[src/rtl/press_pattern_gen.sv]
// press_pattern_gen: emits N active-low button presses of fixed width separated
// by fixed gaps, followed by a cooldown, under a start/busy/done handshake.
//
// Handshake: start is a single-cycle request honoured only in IDLE (and only
// when abort is low); busy is high for every cycle a sequence occupies the
// line; done pulses for exactly one cycle on the first IDLE cycle after a
// normal completion (or the cycle after a zero-count request). abort ends a
// running sequence without a done pulse.
module press_pattern_gen #(
  parameter int PULSE_CYC    = 1600000,
  parameter int GAP_CYC      = 3200000,
  parameter int COOLDOWN_CYC = 8000000
) (
  input  logic       clk,
  input  logic       rst,
  input  logic       start,
  input  logic [2:0] count,
  input  logic       abort,
  output logic       nbtn_out,
  output logic       busy,
  output logic       done,
  output logic [2:0] presses_left,
  output logic [1:0] dbg_state
);

  localparam int MAX_PG  = (PULSE_CYC > GAP_CYC) ? PULSE_CYC : GAP_CYC;
  localparam int MAX_CYC = (MAX_PG > COOLDOWN_CYC) ? MAX_PG : COOLDOWN_CYC;
  localparam int TW      = $clog2(MAX_CYC) + 1;

  localparam logic [TW-1:0] PULSE_LAST = TW'(PULSE_CYC - 1);
  localparam logic [TW-1:0] GAP_LAST   = TW'(GAP_CYC - 1);
  localparam logic [TW-1:0] COOL_LAST  = TW'(COOLDOWN_CYC - 1);

  typedef enum logic [1:0] {
    IDLE     = 2'd0,
    PRESS    = 2'd1,
    GAP      = 2'd2,
    COOLDOWN = 2'd3
  } state_e;

  state_e        state_q, state_d;
  logic [TW-1:0] timer_q, timer_d;
  logic [2:0]    left_q, left_d;
  logic          nbtn_q, nbtn_d;
  logic          busy_q, busy_d;
  logic          done_q, done_d;

  // Next-state, timer and press-count logic; outputs decode from next state
  // so every output is a flop with no combinational path to the pins.
  always_comb begin
    state_d = state_q;
    timer_d = timer_q;
    left_d  = left_q;
    done_d  = 1'b0;

    unique case (state_q)
      IDLE: begin
        // abort has priority over start in IDLE: the request is dropped.
        if (start && !abort) begin
          if (count != 3'd0) begin
            left_d  = count;
            timer_d = '0;
            state_d = PRESS;
          end else begin
            // Nothing to press: acknowledge immediately.
            done_d = 1'b1;
          end
        end
      end

      PRESS: begin
        if (abort) begin
          state_d = IDLE;
          timer_d = '0;
          left_d  = 3'd0;
        end else if (timer_q == PULSE_LAST) begin
          left_d  = left_q - 3'd1;
          timer_d = '0;
          state_d = (left_q == 3'd1) ? COOLDOWN : GAP;
        end else begin
          timer_d = timer_q + TW'(1);
        end
      end

      GAP: begin
        if (abort) begin
          state_d = IDLE;
          timer_d = '0;
          left_d  = 3'd0;
        end else if (timer_q == GAP_LAST) begin
          timer_d = '0;
          state_d = PRESS;
        end else begin
          timer_d = timer_q + TW'(1);
        end
      end

      COOLDOWN: begin
        if (abort) begin
          state_d = IDLE;
          timer_d = '0;
          left_d  = 3'd0;
        end else if (timer_q == COOL_LAST) begin
          timer_d = '0;
          state_d = IDLE;
          done_d  = 1'b1;
        end else begin
          timer_d = timer_q + TW'(1);
        end
      end

      default: begin
        state_d = IDLE;
        timer_d = '0;
        left_d  = 3'd0;
      end
    endcase

    // The line is low only while pressing; busy covers every non-IDLE state.
    nbtn_d = (state_d != PRESS);
    busy_d = (state_d != IDLE);
  end

  // State and registered outputs; reset forces the line released mid-sequence.
  always_ff @(posedge clk) begin
    if (rst) begin
      state_q <= IDLE;
      timer_q <= '0;
      left_q  <= 3'd0;
      nbtn_q  <= 1'b1;
      busy_q  <= 1'b0;
      done_q  <= 1'b0;
    end else begin
      state_q <= state_d;
      timer_q <= timer_d;
      left_q  <= left_d;
      nbtn_q  <= nbtn_d;
      busy_q  <= busy_d;
      done_q  <= done_d;
    end
  end

  assign nbtn_out     = nbtn_q;
  assign busy         = busy_q;
  assign done         = done_q;
  assign presses_left = left_q;
  assign dbg_state    = state_q;

endmodule

[config.mk]
export PLATFORM = sky130hd
export DESIGN_NAME = press_pattern_gen
export DESIGN_NICKNAME = d
export VERILOG_FILES = /design/src/rtl/press_pattern_gen.sv
export SDC_FILE = /design/constraint.sdc
export NUM_CORES = 1
export LEC_CHECK = 0
export ABC_AREA = 1
export BUFFER_PORTS_ARGS = -buffer_cell sky130_fd_sc_hd__clkbuf_2
export CORE_ASPECT_RATIO = 0.6
export CORE_MARGIN = 2
export CORE_UTILIZATION = 40
export CTS_CLUSTER_DIAMETER = 30
export DETAILED_ROUTE_END_ITERATION = 16
export PLACE_DENSITY = 0.55
export RECOVER_POWER = 50
export SLEW_MARGIN = 10
export SYNTH_ARGS = -nofsm -noshare
export SYNTH_HDL_FRONTEND = slang
export SYNTH_SLANG_ARGS = --single-unit
[constraint.sdc]
create_clock -name clk -period 1.58 [get_ports clk]
set_input_delay 0 -clock clk [delete_from_list [all_inputs] [get_ports clk]]
set_output_delay 0 -clock clk [all_outputs]
set_load 0.005 [all_outputs]
==> metrics.yaml, run 1 <==
sta:
  fmax_mhz: 581
  slew_headroom: 0.740
  fin_skew_ps: 7.72
  fin_crit_ps: 1720
  rsz0062_at_grt: "true"
  tightest_slew_ps: 386
  finalWorstSetupSlack_ps: -140
  finalMaxSlewViolations: 0
  whs_ps: 50.0
  setup_viol: 27
  post-route-period-util: 1.09
  hold_violations: 0
logic_synthesis:
  synth_mux_area_frac: 0
  ys_seq_area_frac: 0.285
  synth_xor_area_frac: 0.00390
  netlist_area_mm2: 0.00225
  yosys.area_share.adder: 0.0445
  syn_avg_cell_area_um2: 6.31
  synth_top_family_by_area: "simple AND/OR/NAND/NOR gates"
  synthSimpleGateAreaFrac: 0.422
  ys_seq_elements: 32
  ys_warn_count: 0
  syn-instance-count: 356
  syn-num-nets: 371
  synth_compound_area_frac: 0.136
  netlist-cell-type-count: 31
cells_and_area:
  post-route-util: 0.586
  fin_nets: 442
  regArea_um2: 649
  multi_input_area_mm2: 0.00162
  synthToLayoutAreaGrowth_pct: 43.3
  fill_cells: 538
  final_layout_size_suffix_gt1_frac: 0.372
  n_antenna_cell: 0
cts:
  htree_levels: 2
  clk_latency_ps: 290
  cts_root_buffer: "clkbuf_8"
  clk_path_buf_depth: 2
  cts_tree: "yes"
  clkSinkCount: 32
  clk_pin_slew_ps: 70
  cts_buffers: 5
global_route:
  grt_pass1_vias: 2205
  grt_overflow: 0
  grt_pass1_wl_um: 10800
  track_usage: 0.229
  grt_max_degree: 17
  antenna_found_initial: 0
critical_path:
  critPathMaxStageDelay_ps: 350
  path_max_fanout: 6
  critPathCaptureType: "flip-flop"
  critPathKind: "flip-flop to flip-flop"
  cp-start-kind: "flip-flop"
  crit_required_ps: 1760
  cp.arrival_ps: 1900
  cp_slowest_cell: "dfxtp_2"
  worstPathCellList: "ha_4, nand2_2, inv_2, nand2_4, nor2_8, nand3_2, nand2_1, nand2_1, nand2_2, nand2_4, buf_12, nand3b_1, a21oi_2"
die:
  core_mm2: 0.00549
  num_rows: 21
  die_area_mm2: 0.00625
  start_util: 0.409
  io_pins: 15
  die_h_um: 62.1
  dieWidth_um: 101
route:
  wl_per_cell_um: 14.4
  drc: 0
  ant_nets: 0
  firstDrtPassIters: 4
  drt_iter0_drc: 158
  finalWirelength_um: 7130
  drt-vias-per-instance: 5.17
  dr_total_vias: 2562
pwr:
  powerDensity_mw_per_mm2: 561
  peakVddDrop_mv: 0.289
  power_mw: 1.81
  p_leak_nw: 1.41
place:
  place_ws_ps: -101
  gp_congestion: 0.919
  dp_hpwl_um: 5050
  io_buffers: 14
outcome:
  outcome: "finished, violations left"
  violations: "setup timing"
worst_hold_path:
  hold_path_class: "input pin to flip-flop"
run:
  maxCapViolCount: 0
state kept, by name (all words and copies together) (netlist names):
signal	cells
busy	1
dbg_state	2
done	1
nbtn_out	1
presses_left	3
timer_q	24
critical path, delay by kind of cell (launching register included):
kind	cells	cell delay, ps
AOI/OAI and AO/OA	1	50
adders and majority gates	1	140
buffers and inverters	2	240
DFF	1	350
and+or+nand+nor	9	810
cells by family after synthesis:
| logic type | Yosys count |
|---|---|
| AND/OR/NAND/NOR | 198 |
| AO/OA/AOI/OAI | 57 |
| flip-flops | 32 |
| XOR/XNOR | 1 |
| adder cells (fa/ha/maj) | 8 |
| buffers and inverters | 60 |
layout by cell type (no fill, tap or decap), drive strengths merged, types with 2 or more instances in the layout:
master        n
a211oi        2
a21oi        29
buf          58
clkbuf       21
clkinv        2
dfxtp        32
dlygate4sd3   2
ha            8
inv          48
nand2        87
nand3        42
nand3b        3
nand4         5
nor2         50
nor3         10
o21ai        23
synth_stat cells:
cell type / instances / area share
a22oi_1: 1 / 0.0033
nand2_1: 81 / 0.14
o21ai_1: 2 / 0.0045
clkinv_1: 1 / 0.0017
buf_2: 3 / 0.0067
a21oi_2: 2 / 0.0078
nor2_1: 46 / 0.077
nor2_4: 3 / 0.015
nor3_2: 1 / 0.0045
o21ai_0: 21 / 0.047
nand4_1: 5 / 0.014
a211oi_1: 2 / 0.0067
o21bai_1: 1 / 0.0033
buf_1: 2 / 0.0033
ha_1: 8 / 0.045
nand3_2: 9 / 0.040
nand2_2: 4 / 0.011
nand3_1: 33 / 0.073
dfxtp_1: 32 / 0.29
xnor2_1: 1 / 0.0039
buf_6: 2 / 0.010
inv_1: 45 / 0.075
nor3_1: 9 / 0.020
nor4_1: 1 / 0.0028
nor2_8: 1 / 0.0089
nand2_4: 2 / 0.010
nand3b_1: 3 / 0.010
a21oi_1: 27 / 0.060
clkbuf_1: 4 / 0.0067
inv_2: 3 / 0.0050
a21o_1: 1 / 0.0033
repair_timing:
item,in CTS,in global routing
gates resized for setup,33,39
pin swaps,3,14
endpoints found under the setup margin,29,32
setup buffers,4,4
hold buffers,2,0
hold endpoints to repair,3,0
gates cloned,0,1
report_power, final:
| part | internal (mW) | switching (mW) | total [mW] |
|---|---|---|---|
| clock network | 0.300 | 0.327 | 0.627 |
| registers | 0.826 | 0.0148 | 0.840 |
| logic | 0.133 | 0.207 | 0.340 |
area by class of cell:
type | count | share of cell area
Multi-Input combinational cell | 264 | 0.503
Sequential cell | 32 | 0.202
Timing Repair Buffer | 75 | 0.187
Inverter | 49 | 0.0571
Tap cell | 69 | 0.0268
Clock buffer | 6 | 0.0225
Clock inverter | 1 | 0.00155
through the flow:
step,TNS [ps],area (µm²),instances
final,-2590,3220,496
after global routing,-6330,3220,496
after CTS,-688,3020,491
after detailed placement,-2030,2770,478
after global placement,-935,2770,478
after floorplan,0,2250,356
final timing paths:
path / from / to / slack, ps / depth (start not counted)
setup / recovery: timer_q[1] / timer_q[8] / -140 / 13
hold / removal: count[2] / done / 50 / 4
setup reg to reg: timer_q[1] / timer_q[8] / -140 / 13
hold reg to reg: presses_left[2] / presses_left[2] / 510 / 2
layer usage:
metal  wire length [µm]  share of wire  global-route usage
met1               3540           0.50               0.334
met2               3130           0.44               0.350
met3                387          0.054              0.0425
met4                 70         0.0098              0.0587
met5                  0              0                   0
(Power assumes the default switching activity.)
==> run 2, diff against run 1 <==
Settings changed: CORE_MARGIN 2 to 4, RECOVER_POWER 50 to 25.
==> run 2 against run 1 <==
  * Sequential cell count unchanged
  * Global-route usage down 1.4 points
  * Sequential share of layout area down 0.45 points
  * Power up 2.6%
  * First-iteration DRC count up 5.7%
  * Clock power up 12%
  * Clock skew up 5.7 ps
  * Setup slack better by 17 ps
  * Cell count up 1.6%
  * Worst hold slack better by 66 ps
  * Critical path depth down 3
  * Clock-buffer cell count up 1
  * The flow still finishes with violations (setup timing)
==> metrics.yaml, run 2 (same netlist as run 1, synthesis figures left out) <==
outcome:
  outcome: "finished, violations left"
  violations: "setup timing"
critical_path:
  cp_top_family: "simple AND/OR/NAND/NOR gates"
  critPathKind: "flip-flop to flip-flop"
  crit_required_ps: 1750  # about the same
  cp.arrival_ps: 1870  # -30 ps
  path_max_fanout: 7  # +1
  worstPathCellList: "inv_1, nor2_1, nand2_2, nor2_2, nand3_1, nand2_2, nand2_8, buf_12, nand3b_1, a21oi_1"
  cp-start-kind: "flip-flop"
  critPathCaptureType: "flip-flop"
  cp_slowest_cell: "dfxtp_2"
  crit_top_cell: "nand2_2"
  path_buf_inv: 2  # unchanged
  critPathMaxStageDelay_ps: 360  # about the same
cts:
  clk_latency_ps: 290  # about the same
  clkSinkCount: 32  # unchanged
  cts_root_buffer: "clkbuf_8"
  cts_tree: "yes"
  clk_pin_slew_ps: 80  # about the same
  cts_buffers: 5  # unchanged
  htree_levels: 2  # unchanged
  clk_path_buf_depth: 2  # unchanged
route:
  firstDrtPassIters: 5  # +1
  drt_iter0_drc: 167  # +5.7%
  ant_nets: 0  # unchanged
  finalWirelength_um: 7190  # +0.80%
  drt-vias-per-instance: 5.04  # -2.4%
  dr_total_vias: 2540  # -0.86%
  wl_per_cell_um: 14.3  # -0.80%
  drc: 0  # unchanged
global_route:
  grt_max_degree: 27  # +10
  grt_pass1_vias: 2414  # +9.5%
  use_met1: 0.316  # -0.0177
  grt_pass1_wl_um: 11700  # +8.4%
  track_usage: 0.214  # -0.0144
  use_met3: 0.0380  # -0.00446
  antenna_found_initial: 0  # unchanged
  grt_overflow: 0  # unchanged
  grt.busiest_layer: "met2"
  grt_use_met2: 0.327  # -0.0238
die:
  core_mm2: 0.00526  # -4.3%
  die_area_mm2: 0.00692  # +11%
  dieWidth_um: 105  # +4.0%
  num_rows: 20  # -4.8%
  io_pins: 15  # unchanged
  start_util: 0.428  # +0.0184
  die_h_um: 66.1  # +6.4%
sta:
  fin_skew_ps: 13.4  # +5.67 ps
  finalMaxSlewViolations: 0  # unchanged
  setup_viol: 29  # +7.4%
  post-route-period-util: 1.08  # -0.0106
  hold_violations: 0  # unchanged
  finalWorstSetupSlack_ps: -124  # +16.8 ps
  finalSetupTns_ps: -2860  # -263 ps
  fin_crit_ps: 1700  # -16.8 ps
  fmax_mhz: 587  # +0.99%
  rsz0062_at_grt: "true"
  tightest_slew_ps: 294  # -91.9 ps
  slew_headroom: 0.802  # +0.0618
cells_and_area:
  fin_nets: 453  # +2.5%
  synthToLayoutAreaGrowth_pct: 46.6
  regArea_um2: 649  # unchanged
  largest_register_ffs: 24  # unchanged
  final_layout_size_suffix_gt1_frac: 0.377  # +0.00435
  max_flop_register: "timer_q"
  fill_cells: 479  # -11%
  fin_cells: 504  # +1.6%
  n_antenna_cell: 0  # unchanged
  layout_common_cells: "71 x nand2_1, 58 x buf_4, 43 x inv_1, 38 x nor2_1, 25 x dfxtp_1"
  post-route-util: 0.627  # +0.0404
  multi_input_area_mm2: 0.00156  # -3.7%
  final_common_cell: "nand2_1"
pwr:
  seqPwrFrac: 0.452  # -0.013
  p_leak_nw: 1.47  # +4.7%
  intPower_mw: 1.34  # +6.6%
  comb_power_share: 0.170  # -0.018
  netSwitchingFraction: 0.277  # -0.0267
  p_sw_mw: 0.514  # -6.4%
  peakVddDrop_mv: 0.330  # +14%
  pwr-share-clk: 0.377  # +0.030
  powerDensity_mw_per_mm2: 563  # +0.32%
place:
  place_ws_ps: -119  # -17.5 ps
  gp_congestion: 0.938  # +2.1%
  io_buffers: 14  # unchanged
  dp_hpwl_um: 5130  # +1.6%
  dp.cells: 484  # +1.3%
worst_hold_path:
  hold_path_class: "input pin to flip-flop"
run:
  maxCapViolCount: 0  # unchanged
run 2: cell count changes in the layout (fill, tap and decap cells not counted), sizes merged:
cell    previous run  this run
clkbuf            21        22
buf               58        69
clkinv             2         1
run 2: path summary, 6_finish.rpt:
kind                                      start              end  slack [ps]  cells after the start
worst min-delay path                      abort         nbtn_out         120                      5
worst max register to register       timer_q[8]       timer_q[8]        -120                     10
worst min register to register  presses_left[2]  presses_left[2]         520                      2
worst max-delay path                 timer_q[8]       timer_q[8]        -120                     10
run 2: power groups by stage:
stage	clock (mW)	sequential [mW]	combinational, mW
after floorplan	0	0.857	0.146
after global placement	0	0.856	0.273
after detailed placement	0	0.857	0.273
after CTS	0.713	0.838	0.299
after global routing	0.764	0.841	0.348
final	0.700	0.839	0.316
run 2: layer usage:
layer / vias up / routed length, µm
met5: - / 0
met1: 1160 / 3770
met3: 4 / 397
li1: 1307 / -
met4: 0 / 36
met2: 69 / 2980
run 2: layout make-up:
cell class / instances / area share
inverter: 49 / 0.0566
timing repair buffer: 86 / 0.218
clock buffer: 7 / 0.0292
sequential: 32 / 0.197
tap: 66 / 0.0251
multi-input combinational: 264 / 0.474
run 2: worst min-delay path: stages:
cell      delay (ps)
clkbuf_2         140
nor2_1            60
nand2_1           60
nand2_1           60
nand3_1           60
run 2: timing repair:
item	4_1_cts	5_1_grt
pin swaps	11	17
hold endpoints to repair	3	0
resized for setup	38	26
setup buffers	8	3
cloned	0	1
endpoints found under the setup margin	30	32
hold buffers	2	0
run 2: metrics by stage:
step,instance area (µm²),power (mW),hold slack (ps)
6_report,3290,1.86,116
3_3_place_gp,2840,1.13,290
2_1_floorplan,2250,1.00,69.1
5_1_grt,3290,1.95,145
3_5_place_dp,2840,1.13,292
4_1_cts,3150,1.85,105
==> run 3, diff against run 2 <==
--- a/config.mk
+++ b/config.mk
@@ -8,10 +8,12 @@
 export ABC_AREA = 1
 export BUFFER_PORTS_ARGS = -buffer_cell sky130_fd_sc_hd__clkbuf_2
+export CELL_PAD_IN_SITES_DETAIL_PLACEMENT = 0
+export CELL_PAD_IN_SITES_GLOBAL_PLACEMENT = 1
 export CORE_ASPECT_RATIO = 0.6
 export CORE_MARGIN = 4
-export CORE_UTILIZATION = 40
+export CORE_UTILIZATION = 38
 export CTS_CLUSTER_DIAMETER = 30
 export DETAILED_ROUTE_END_ITERATION = 16
-export PLACE_DENSITY = 0.55
+export PLACE_DENSITY = 0.71
 export RECOVER_POWER = 25
 export SLEW_MARGIN = 10
==> constraint.sdc (replaced) <==
create_clock -name clk -period 1.58 [get_ports clk]
set_input_delay 0.316 -clock clk [delete_from_list [all_inputs] [get_ports clk]]
set_output_delay 0.316 -clock clk [all_outputs]
set_load 0.005 [all_outputs]
==> run 3 against run 2 <==
  * Critical path type unchanged
  * Maximum frequency grew 1.5%
  * The flow still finishes with violations (setup timing)
  * Setup slack better by 25 ps
  * Largest cell class unchanged
  * Critical path depth increased by 1
  * Via count decreased by 1.5%
  * Clock power grew 18%
  * Sequential share of layout area is 0.94 points higher
==> metrics.yaml, run 3 (same netlist as run 1, synthesis figures left out) <==
sta:
  setup_viol: 24  # -17%
  finalMaxSlewViolations: 0  # unchanged
  finalWorstSetupSlack_ps: -98.5  # +25.0 ps
  rsz0062_at_grt: "true"
  whs_ps: 298  # +183 ps
  hold_violations: 0  # unchanged
  fin_skew_ps: 6.28  # -7.12 ps
  fin_crit_ps: 1680  # -25.0 ps
  slew_headroom: 0.770  # -0.0322
  post-route-period-util: 1.06  # -0.0158
  fmax_mhz: 596  # +1.5%
  tightest_slew_ps: 342  # +47.4 ps
cts:
  clkSinkCount: 32  # unchanged
  cts_root_buffer: "clkbuf_8"
  clk_latency_ps: 300  # about the same
  cts_buffers: 5  # unchanged
  htree_levels: 2  # unchanged
  cts_tree: "yes"
  clk_pin_slew_ps: 80  # about the same
  clk_path_buf_depth: 2  # unchanged
  hold_buffers: 0  # -2
die:
  num_rows: 21  # +5.0%
  start_util: 0.398  # -0.0298
  io_pins: 15  # unchanged
  core_mm2: 0.00565  # +7.5%
  die_area_mm2: 0.00725  # +4.7%
  dieWidth_um: 107  # +2.4%
  die_h_um: 67.6  # +2.3%
pwr:
  netSwitchingFraction: 0.286  # +0.00919
  pwr-share-clk: 0.415  # +0.038
  powerDensity_mw_per_mm2: 637  # +13%
  power_mw: 1.99  # +7.5%
  intPower_mw: 1.42  # +6.1%
  p_leak_nw: 1.37  # -7.3%
  comb_power_share: 0.165  # -0.005
  p_sw_mw: 0.571  # +11%
  seqPwrFrac: 0.420  # -0.032
  peakVddDrop_mv: 0.293  # -11%
global_route:
  grt_max_degree: 27  # unchanged
  antenna_found_initial: 0  # unchanged
  track_usage: 0.208  # -0.00648
  grt_pass1_vias: 2153  # -11%
  grt_overflow: 0  # unchanged
  grt_pass1_wl_um: 11400  # -2.8%
route:
  wl_per_cell_um: 14.2  # -0.58%
  firstDrtPassIters: 5  # unchanged
  drc: 0  # unchanged
  drt_iter0_drc: 197  # +18%
  ant_nets: 0  # unchanged
  dr_total_vias: 2502  # -1.5%
  drt-vias-per-instance: 4.93  # -2.1%
  finalWirelength_um: 7190  # about the same
cells_and_area:
  fill_cells: 570  # +19%
  fin_cells: 507  # +0.60%
  largest_register_ffs: 24  # unchanged
  max_flop_register: "timer_q"
  fin_nets: 441  # -2.6%
  final_layout_size_suffix_gt1_frac: 0.351  # -0.0254
  synthToLayoutAreaGrowth_pct: 39.4
  fin_area_mm2: 0.00313  # -4.9%
  layout_common_cells: "75 x nand2_1, 54 x buf_4, 44 x inv_1, 37 x nor2_1, 27 x dfxtp_1"
  final_common_cell: "nand2_1"
  n_antenna_cell: 0  # unchanged
critical_path:
  cp_slowest_cell: "dfxtp_1"
  cp-start-kind: "flip-flop"
  critPathMaxStageDelay_ps: 340  # -20 ps
  path_buf_inv: 1  # -1
  cp_top_family: "simple AND/OR/NAND/NOR gates"
  path_max_fanout: 14  # +7
  crit_required_ps: 1770  # +20 ps
  cp.arrival_ps: 1870  # about the same
  critPathCaptureType: "flip-flop"
  worstPathCellList: "nor2_2, nand2_1, nor2_2, nand3_2, nand2_1, nand2_1, nand2_2, nand2_4, buf_12, nand3b_1, a21oi_1"
  crit_top_cell: "nand2_1"
  critPathKind: "flip-flop to flip-flop"
place:
  io_buffers: 14  # unchanged
  placed_area_mm2: 0.00283  # -0.18%
  gp_congestion: 0.938  # about the same
  dp_hpwl_um: 5380  # +5.0%
  dp.cells: 495  # +2.3%
outcome:
  outcome: "finished, violations left"
  violations: "setup timing"
worst_hold_path:
  hold_path_class: "input pin to flip-flop"
run:
  maxCapViolCount: 0  # unchanged
-- run 3: changes by cell type in the layout (fill, tap and decap cells not counted), sizes merged --
cell / before / now
clkbuf: 22 / 19
clkinv: 1 / 2
buf: 69 / 60
clkinvlp: 0 / 1
bufinv: 0 / 1
dlygate4sd3: 2 / 0
-- run 3: power groups by stage --
stage | combinational, mW | sequential [mW] | clock [mW]
2_1_floorplan | 0.146 | 0.857 | 0
3_3_place_gp | 0.297 | 0.856 | 0
3_5_place_dp | 0.298 | 0.857 | 0
4_1_cts | 0.306 | 0.838 | 0.853
5_1_grt | 0.357 | 0.840 | 0.900
6_report | 0.328 | 0.838 | 0.828
-- run 3: layout make-up --
| type | count | area [µm²] | area share |
|---|---|---|---|
| multi-input combinational | 264 | 1520 | 0.484 |
| sequential | 32 | 647 | 0.206 |
| timing repair buffer | 74 | 576 | 0.184 |
| inverter | 49 | 184 | 0.0587 |
| tap | 80 | 100 | 0.0319 |
| clock buffer | 5 | 68.8 | 0.0220 |
| clock inverter | 3 | 42.5 | 0.0136 |
-- run 3: timing repair --
item / 4_1_cts / 5_1_grt
setup endpoints to repair: 31 / 32
pin swaps: 2 / 4
resized for setup: 18 / 31
setup buffers: 2 / 2
-- run 3: through the flow --
| step | worst slack, ps | TNS (ps) | util |
|---|---|---|---|
| floorplan | 17.4 | 0 | - |
| global placement | -152 | -1730 | 0.501 |
| detailed placement | -132 | -1950 | 0.501 |
| CTS | -49.7 | -489 | 0.535 |
| global route | -197 | -4730 | 0.555 |
| finish | -98.5 | -1250 | 0.555 |
-- run 3: metal layers --
layer | global-route usage | share of wire | vias to the layer above
met3 | 0.0401 | 0.069 | 6
met5 | 0 | 0 | -
met4 | 0.0686 | 0.010 | 0
li1 | - | - | 1288
met2 | 0.274 | 0.38 | 66
met1 | 0.326 | 0.54 | 1142
-- run 3: worst reg2reg max path, cell delays in order, from the launching register on --
cell and delay, ps:
dfxtp_1 340, nor2_2 170, nand2_1 170, nor2_2 180
nand3_2 100, nand2_1 70, nand2_1 60, nand2_2 90
nand2_4 90, buf_12 160, nand3b_1 90, a21oi_1 70
-- run 3: path summary, 6_finish.rpt --
| check | from | end | slack, ps | cells after the start |
|---|---|---|---|---|
| worst max-delay path | timer_q[23] | timer_q[8] | -100 | 11 |
| worst min-delay path | rst | timer_q[1] | 300 | 2 |
| worst max register to register | timer_q[23] | timer_q[8] | -100 | 11 |
| worst min register to register | presses_left[2] | presses_left[2] | 510 | 2 |
